[src/rtl/prime_scan_ctrl.sv]
// Sweep sequencer for the 3-bit prime detector: drives codes 0..7, samples P
// after a settle dwell, and publishes a registered prime map, count and mismatch flag.
module prime_scan_ctrl #(
    parameter int unsigned DWELL   = 4,
    parameter int unsigned SWEEP_W = 8
) (
    input  logic               clk,
    input  logic               rst_n,
    input  logic               start,
    input  logic               stop,
    input  logic               mode,
    output logic               c,
    output logic               b,
    output logic               a,
    input  logic               p_in,
    output logic               busy,
    output logic               done,
    output logic [7:0]         prime_map,
    output logic [3:0]         prime_count,
    output logic               mismatch,
    output logic [SWEEP_W-1:0] sweep_count
);

    typedef enum logic [1:0] {
        ST_IDLE  = 2'd0,
        ST_DRIVE = 2'd1,
        ST_DONE  = 2'd2
    } state_e;

    localparam logic [7:0] DWELL_LAST = 8'(DWELL - 1);
    localparam logic [7:0] PRIME_REF  = 8'hAC;

    function automatic logic [3:0] popcount8(input logic [7:0] v);
        logic [3:0] n;
        n = 4'd0;
        for (int i = 0; i < 8; i++) begin
            n = n + {3'd0, v[i]};
        end
        return n;
    endfunction

    state_e               state_q, state_d;
    logic [2:0]           code_q, code_d;
    logic [7:0]           dwell_q, dwell_d;
    logic                 mode_q, mode_d;
    logic [7:0]           shadow_q, shadow_d;
    logic [7:0]           map_q, map_d;
    logic [3:0]           count_q, count_d;
    logic                 mismatch_q, mismatch_d;
    logic [SWEEP_W-1:0]   sweep_q, sweep_d;
    logic                 busy_q, busy_d;
    logic                 done_q, done_d;

    // Next-state logic: stop overrides everything; results only move on entry to DONE.
    always_comb begin
        state_d    = state_q;
        code_d     = code_q;
        dwell_d    = dwell_q;
        mode_d     = mode_q;
        shadow_d   = shadow_q;
        map_d      = map_q;
        count_d    = count_q;
        mismatch_d = mismatch_q;
        sweep_d    = sweep_q;

        if (stop) begin
            state_d  = ST_IDLE;
            code_d   = 3'd0;
            dwell_d  = 8'd0;
            shadow_d = 8'd0;
        end else begin
            case (state_q)
                ST_IDLE: begin
                    if (start) begin
                        state_d  = ST_DRIVE;
                        code_d   = 3'd0;
                        dwell_d  = 8'd0;
                        mode_d   = mode;
                        shadow_d = 8'd0;
                    end else begin
                        code_d = 3'd0;
                    end
                end
                ST_DRIVE: begin
                    if (dwell_q == DWELL_LAST) begin
                        shadow_d[code_q] = p_in;
                        dwell_d          = 8'd0;
                        if (code_q != 3'd7) begin
                            code_d = code_q + 3'd1;
                        end else begin
                            // The just-captured bit 7 must be included in the published map.
                            state_d    = ST_DONE;
                            code_d     = 3'd0;
                            map_d      = shadow_d;
                            count_d    = popcount8(shadow_d);
                            mismatch_d = (shadow_d != PRIME_REF);
                            if (sweep_q != {SWEEP_W{1'b1}}) begin
                                sweep_d = sweep_q + SWEEP_W'(1);
                            end else begin
                                sweep_d = sweep_q;
                            end
                        end
                    end else begin
                        dwell_d = dwell_q + 8'd1;
                    end
                end
                ST_DONE: begin
                    code_d   = 3'd0;
                    dwell_d  = 8'd0;
                    shadow_d = 8'd0;
                    if (mode_q) begin
                        state_d = ST_DRIVE;
                    end else begin
                        state_d = ST_IDLE;
                    end
                end
                default: begin
                    state_d  = ST_IDLE;
                    code_d   = 3'd0;
                    dwell_d  = 8'd0;
                    shadow_d = 8'd0;
                end
            endcase
        end

        busy_d = (state_d != ST_IDLE);
        done_d = (state_d == ST_DONE);
    end

    // State and output registers with asynchronous active-low reset.
    always_ff @(posedge clk or negedge rst_n) begin
        if (!rst_n) begin
            state_q    <= ST_IDLE;
            code_q     <= 3'd0;
            dwell_q    <= 8'd0;
            mode_q     <= 1'b0;
            shadow_q   <= 8'd0;
            map_q      <= 8'd0;
            count_q    <= 4'd0;
            mismatch_q <= 1'b0;
            sweep_q    <= {SWEEP_W{1'b0}};
            busy_q     <= 1'b0;
            done_q     <= 1'b0;
        end else begin
            state_q    <= state_d;
            code_q     <= code_d;
            dwell_q    <= dwell_d;
            mode_q     <= mode_d;
            shadow_q   <= shadow_d;
            map_q      <= map_d;
            count_q    <= count_d;
            mismatch_q <= mismatch_d;
            sweep_q    <= sweep_d;
            busy_q     <= busy_d;
            done_q     <= done_d;
        end
    end

    assign c           = code_q[2];
    assign b           = code_q[1];
    assign a           = code_q[0];
    assign busy        = busy_q;
    assign done        = done_q;
    assign prime_map   = map_q;
    assign prime_count = count_q;
    assign mismatch    = mismatch_q;
    assign sweep_count = sweep_q;

endmodule

[config.mk]
export PLATFORM = sky130hd
export DESIGN_NAME = prime_scan_ctrl
export DESIGN_NICKNAME = d
export VERILOG_FILES = /design/src/rtl/prime_scan_ctrl.sv
export SDC_FILE = /design/constraint.sdc
export NUM_CORES = 1
export LEC_CHECK = 0
export BUFFER_PORTS_ARGS = -buffer_cell sky130_fd_sc_hd__buf_2
export CORE_ASPECT_RATIO = 1.1
export CORE_UTILIZATION = 35
export CTS_BUF_LIST = sky130_fd_sc_hd__clkbuf_4 sky130_fd_sc_hd__clkbuf_8
export DETAILED_ROUTE_END_ITERATION = 12
export MAX_ROUTING_LAYER = met4
export PLACE_DENSITY = 0.61
export SYNTH_ARGS = -nofsm -noshare
export SYNTH_HDL_FRONTEND = slang
export SYNTH_SLANG_ARGS = --single-unit
[constraint.sdc]
create_clock -name clk -period 4.65 [get_ports clk]
set_input_delay 0.2325 -clock clk [delete_from_list [all_inputs] [get_ports clk]]
set_output_delay 0.2325 -clock clk [all_outputs]
set_load 0.01 [all_outputs]
==> results of run 1 <==
==> logic make-up (layout without fill, tap and decap cells) <==
group / after synthesis / count (layout) / share of synthesized area [%]
compound gates: 25 / 25 / 6.890
xor+xnor: 13 / 13 / 4.823
fa+ha+maj: 12 / 12 / 7.631
buf+inv: 22 / 51 / 3.921
flops: 45 / 45 / 47.69
mux: 19 / 19 / 8.744
simple gates: 82 / 82 / 20.30
==> synth_stat cells (2+ instances only) <==
cell type	instances
a21oi_1	4
and3_1	2
clkbuf_1	7
dfrtp_1	45
fa_1	4
ha_1	8
inv_1	11
mux2_1	5
mux2_2	4
mux2i_1	9
nand2_1	24
nand2_2	2
nand3_1	10
nand3b_1	4
nand4_1	5
nor2_1	17
nor3_1	2
nor3b_1	4
nor4_4	2
o21ai_0	2
o21ai_1	10
o41ai_1	3
xnor2_1	9
xor2_1	4
==> area by class of cell <==
class                   count  area [sq um]  share of cell area [%]
repair buffers             31         155.1                   5.789
flip-flops and latches     45          1126                   42.02
inverters                  13         50.05                   1.867
clock inverters             2         35.03                   1.307
well taps                  82         102.6                   3.828
clock buffers               5         68.82                   2.568
multi-input cells         151          1142                   42.62
==> placed cells by master, fill, tap and decap left out, drive strengths merged, types with 2 or more instances in the layout <==
cell	synthesis	final
nand4	6	6
nand2	26	26
inv	12	12
and3	2	2
clkinv	1	2
nor3	2	2
o21ai	12	12
dfrtp	45	45
buf	2	31
xor2	4	4
nor3b	6	6
xnor2	9	9
mux2i	9	9
nand3	10	10
a21oi	5	5
clkbuf	7	5
ha	8	8
fa	4	4
o41ai	3	3
nand3b	4	4
mux2	10	10
nor2	17	17
nor4	3	3
==> per-stage QoR <==
| stage | hold slack, ns | area (sq um) |
|---|---|---|
| floorplan | -0.06309 | 2361 |
| global placement | 0.4605 | 2576 |
| detailed placement | 0.4670 | 2576 |
| CTS | 0.1328 | 2680 |
| global route | 0.1624 | 2680 |
| finish | 0.08656 | 2680 |
==> state kept, by name, indices dropped and copies added (netlist names) <==
name	cells
busy	1
code_q	3
done	1
dwell_q	8
mismatch	1
mode_q	1
prime_count	4
prime_map	8
shadow_q	8
state_q	2
sweep_count	8
==> power by group through the flow <==
stage	clock (W)	combinational (W)	sequential, W
after floorplan	0	0.0000233	0.000405
after global placement	0	0.0000368	0.000407
after detailed placement	0	0.0000367	0.000407
after CTS	0.000299	0.0000366	0.000399
after global routing	0.000316	0.0000402	0.000400
final	0.000284	0.0000352	0.000400
==> worst max-delay path: cells and delay by family (launching register included) <==
family / cells / cell delay (ns)
and+or+nand+nor: 1 / 0.28
xor gates and xnor gates: 1 / 0.15
AOI/OAI and AO/OA: 1 / 0.13
adders and majority gates: 5 / 1.98
muxes: 1 / 0.38
buffers and inverters: 4 / 0.29
DFF: 1 / 0.54
==> path summary, 6_finish.rpt <==
path,slack [ns],depth (start not counted),from,endpoint
min in group clk,0.17,2,mode,mode_q$_DFFE_PN0P_
min reg2reg,0.48,2,prime_count[0]$_DFFE_PN0P_,prime_count[0]$_DFFE_PN0P_
min,0.09,1,rst_n,busy$_DFF_PN0_
max in group asynchronous,3.93,1,rst_n,mode_q$_DFFE_PN0P_
max,0.81,13,code_q[0]$_DFFE_PN0N_,prime_count[2]$_DFFE_PN0P_
max reg2reg,0.81,13,code_q[0]$_DFFE_PN0N_,prime_count[2]$_DFFE_PN0P_
==> metal layers <==
layer  global-route usage [%]  vias to the layer above  routed length, um
met5                        -                        -                  0
met4                    5.357                        0                 60
met3                    2.917                        7                126
met2                    22.69                       22               2058
met1                    18.02                      816               2031
li1                         -                      810                  -
==> run_results.csv, run 1 <==
group,metric,value,unit
status,status,"complete, no violations",
finish,fill_cells,625,
place,gp_congestion,0.8014,
floorplanning,ioPinCount,32,
synthesis,synthFlopType,"dfrtp_1",
sta,slew_viol_final,0,
grt,antenna_found_initial,0,
synthesis,synth_edf_count,0,
place,port_buffers,31,
power,clkPwrFrac,39.5,%
floorplanning,die_w,80.31,um
sta,min_period,3.844,ns
routing,drtAntennaViolNets,0,
clock_network,cts_hold_buffers,0,
synthesis,ys_seq_area_share,47.69,%
setup_path,critPathKind,"flop to flop",
sta,hold_viol,0,
sta,skew,0.01236,ns
setup_path,cp.required,4.87,ns
clock_network,clkTransAtPathRegs,0.08,ns
routing,postRouteWirelength,4277,um
routing,drt-wirelength-per-cell,13.00,um
sta,slew_headroom,33.36,%
sta,worst_slack,0.8063,ns
clock_network,clk_latency,0.30,ns
clock_network,cts_buffer_depth,2,
synthesis,synthArstFlopShare,100.0,%
finish,finalCoreUtilization,40.89,%
routing,vias_per_cell,5.030,
setup_path,critical_path_arrival,4.06,ns
power,ir_worst_vdd,0.0001496,V
sta,fmax,260.2,MHz
synthesis,ys_seq_elements,45,
synthesis,synth_top_area_share,47.69,%
place,place_ws,0.7839,ns
sta,setup_viol,0,
setup_path,crit_path_max_incr_delay,0.54,ns
worst_hold_path,hold_class,"primary input to asynchronous set/reset pin",
setup_path,crit_path_top_delay_cell,"dfrtp_1",
floorplanning,die_y,88.14,um
sta,setup_tns,0,ns
clock_network,cts_tree,"built",
floorplanning,coreArea,0.006555,sq mm
grt,first_global_vias,1585,
routing,firstDrtPassIters,4,
place,dp_hpwl,3064,um
sta,worstMarginPinSlew,0.9996,ns
power,p_per_area,268.2,mW/mm^2
grt,grt_start_max_net_pins,46,
synthesis,synthesis.instances,218,
flow_run,drv_cap,0,
clock_network,cts_root_buf,"clkbuf_8",
power,power.switching,0.0001551,W
floorplanning,die_area,0.007079,sq mm
finish,drive_above_1_share,21.86,%
routing,drc,0,
finish,area_delta_synth_final,13.51,%
routing,drt_iter0_markers,97,
grt,grt_pass1_wl,7534,um
power,seqPwrFrac,55.6,%
sta,rsz0062_at_grt,"no",
power,p_int,0.0005638,W
synthesis,ys_warn_count,0,
power,comb_power_share,4.9,%
setup_path,crit_fanout,12,
finish,nNetsFinal,265,
synthesis,avgSynthCellArea,10.83,sq um
setup_path,start_kind,"flop",
synthesis,netlist_area,0.002361,sq mm
setup_path,crit_path_cell_trace,"nor3b_1 > mux2i_1 > inv_1 > fa_1 > fa_1 > inv_1 > fa_1 > inv_1 > ha_1 > inv_1 > fa_1 > xor2_1 > o21ai_0",
floorplanning,start_util,36.02,%
grt,overflow,0,
synthesis,synth_fp_nets,236,
power,leakagePower,1.336,nW
clock_network,cts_setup_buffers,0,
synthesis,ys_types,45,
clock_network,htreeDepth,2,
finish,stdcell_count,329,
place,dp.cells,322,
clock_network,cts_made_buffers,5,
setup_path,end_kind,"flop",
grt,track_usage,14.31,%
clock_network,cts_resized,0,
sta,min_period_over_period,82.66,%
floorplanning,num_rows,31,
routing,dr_total_vias,1655,
finish,n_antenna_cell,0,
power,finalPower,0.0007189,W
clock_network,cts.sinks,45,
synthesis,yosys-top-cells-area,"dfrtp_1 (48%), ha_1 (4.2%), mux2i_1 (3.8%)",
synthesis,synth_area_leader_cell,"dfrtp_1",
power,switching_share,21.57,%
Power figures use the tool's default switching activity.
==> run 2, diff against run 1 <==
ABC_AREA = 1   (was default)
PLACE_DENSITY = 0.63   (was 0.61)
clock period = 3.26 ns   (was 4.65 ns; I/O delays follow)
==> run_results.csv, run 2 <==
group,metric,value,unit
setup_path,critPathKind,"flop to flop",
power,ir_worst_vdd,0.0001440,V
status,status,"finished with violations",
clock_network,cts.sinks,45,
finish,nNetsFinal,367,
grt,grt_busiest_layer,"met2",
grt,grt.met2_usage,27.62,%
place,gp_congestion,0.8273,
grt,grt_start_max_net_pins,46,
sta,worst_slack,-0.01582,ns
routing,drt_iter0_markers,137,
finish,stdcell_count,432,
synthesis,synth_fp_nets,322,
setup_path,end_kind,"flop",
sta,min_period_over_period,100.5,%
grt,track_usage,16.95,%
finish,fill_cells,667,
floorplanning,die_w,82.40,um
clock_network,cts_buffer_depth,2,
floorplanning,start_util,37.09,%
synthesis,synthArstFlopShare,100.0,%
power,leakagePower,1.507,nW
clock_network,htreeDepth,2,
synthesis,ys_warn_count,0,
setup_path,cp.required,3.44,ns
finish,final_cell_mix,"nand2_1 (96), dfrtp_1 (43), inv_1 (34)",
floorplanning,die_y,90.44,um
sta,skew,0.007606,ns
finish,finalCoreUtilization,43.61,%
finish,area_delta_synth_final,17.60,%
synthesis,synth_area_leader_cell,"dfrtp_1",
place,dp.cells,420,
sta,rsz0062_at_grt,"yes",
grt,grt_use_met3,3.636,%
grt,overflow,0,
synthesis,ys_seq_elements,45,
sta,timing.hold.ws,0.02724,ns
grt,met1_usage,20.03,%
place,dp_hpwl,3872,um
floorplanning,coreArea,0.006710,sq mm
sta,setup_viol,2,
synthesis,ys_seq_area_share,45.25,%
clock_network,cts_made_buffers,5,
synthesis,synth_edf_count,0,
routing,drtAntennaViolNets,0,
power,p_per_area,348.5,mW/mm^2
synthesis,synth_commonest_cells,"nand2_1 (98), dfrtp_1 (45), inv_1 (36), nor2_1 (21), o21ai_0 (21)",
sta,hold_viol,0,
clock_network,clkTransAtPathRegs,0.09,ns
place,port_buffers,31,
place,place_ws,-0.04764,ns
worst_hold_path,hold_class,"primary input to asynchronous set/reset pin",
synthesis,yosys-top-cells-area,"dfrtp_1 (45%), nand2_1 (15%), inv_1 (5.4%)",
routing,postRouteWirelength,5247,um
floorplanning,die_area,0.007452,sq mm
sta,setup_tns,-0.01990,ns
synthesis,netlist_area,0.002489,sq mm
finish,final_common_cell,"nand2_1",
synthesis,synth.most_common_cell,"nand2_1",
clock_network,clk_latency,0.30,ns
sta,slew_viol_final,0,
sta,slew_headroom,31.91,%
synthesis,ys_types,30,
finish,n_antenna_cell,0,
setup_path,ff2ff_setup_slack,-0.02,ns
clock_network,cts_root_buf,"clkbuf_8",
flow_run,drv_cap,0,
setup_path,crit_fanout,3,
sta,worstMarginPinSlew,1.021,ns
routing,drt-wirelength-per-cell,12.15,um
setup_path,start_kind,"flop",
routing,vias_per_cell,4.685,
sta,fmax,305.3,MHz
finish,drive_above_1_share,23.14,%
routing,dr_total_vias,2024,
synthesis,synthesis.instances,304,
setup_path,critical_path_arrival,3.46,ns
routing,drc,0,
setup_path,critPathLaunch,"code_q[2]$_DFFE_PN0N_",
setup_path,r2r_end,"prime_count[1]$_DFFE_PN0P_",
setup_path,ff2ff_path_depth,12,
synthesis,avgSynthCellArea,8.186,sq um
grt,antenna_found_initial,0,
sta,min_period,3.276,ns
floorplanning,num_rows,31,
routing,firstDrtPassIters,4,
synthesis,synthFlopType,"dfrtp_1",
grt,first_global_vias,2042,
floorplanning,ioPinCount,32,
setup_path,reg2reg_from,"code_q[2]$_DFFE_PN0N_",
grt,grt_pass1_wl,9356,um
synthesis,synth_top_area_share,45.25,%
clock_network,cts_tree,"built",
status,violations,"setup timing",
[run 2: metal layers]
layer / share of wire [%] / up-vias
met1: 46 / 943
met5: 0 / -
li1: - / 1048
met2: 49 / 29
met3: 3.2 / 4
met4: 1.4 / 0
[run 2: worst max-delay path, cell delays in order, from the launching register on]
cell     delay, ns
dfrtp_2       0.45
nor2_4        0.13
nand2_2       0.08
o21ai_2       0.16
fa_1          0.46
fa_1          0.51
inv_1         0.05
fa_1          0.43
inv_1         0.08
ha_2          0.18
inv_2         0.04
fa_2          0.51
o21ai_1       0.06
[run 2: final cells by class]
| type | count | area [sq um] | share of cell area (%) |
|---|---|---|---|
| clock buffer | 6 | 82.58 | 2.822 |
| clock inverter | 2 | 13.76 | 0.4703 |
| inverter | 39 | 148.9 | 5.088 |
| multi-input combinational | 213 | 1190 | 40.66 |
| sequential | 45 | 1129 | 38.56 |
| tap | 82 | 102.6 | 3.506 |
| timing repair buffer | 45 | 260.3 | 8.893 |
[run 2: power breakdown]
group	switching [W]	total (W)	internal, W
registers	0.00000543	0.000570	0.000565
logic	0.0000587	0.0000865	0.0000277
clock network	0.000191	0.000363	0.000172
[run 2: timing repair]
| action | 4_1_cts | 5_1_grt |
|---|---|---|
| pin swaps | 2 | 0 |
| setup buffers | 4 | 0 |
| resized for setup | 5 | 0 |
| endpoints found under the setup margin | 2 | 3 |
| hold buffers | 0 | 0 |
| hold endpoints to repair | 0 | 0 |
[run 2: how the worst max path moves through the flow]
stage                                       to  slack, ns  cells after the start
floorplan           prime_count[1]$_DFFE_PN0P_      0.006                     13
global route        prime_count[2]$_DFFE_PN0P_      -0.13                     14
detailed placement  prime_count[1]$_DFFE_PN0P_      -0.05                     12
global placement    prime_count[1]$_DFFE_PN0P_       0.08                     12
finish              prime_count[1]$_DFFE_PN0P_      -0.02                     12
CTS                 prime_count[1]$_DFFE_PN0P_     -0.007                     12
[run 2: kinds of logic after synthesis]
group	synth area share, %
compound gates	6.536
xor+xnor	3.167
fa+ha+maj	7.240
buf+inv	8.245
flops	45.25
mux	0.4525
simple gates	29.11
[run 2: per-stage QoR]
stage	area [sq um]	total power, W
after CTS	2927	0.001037
after floorplan	2526	0.0006360
final	2927	0.001020
after detailed placement	2790	0.0006676
after global placement	2790	0.0006655
after global routing	2927	0.001070
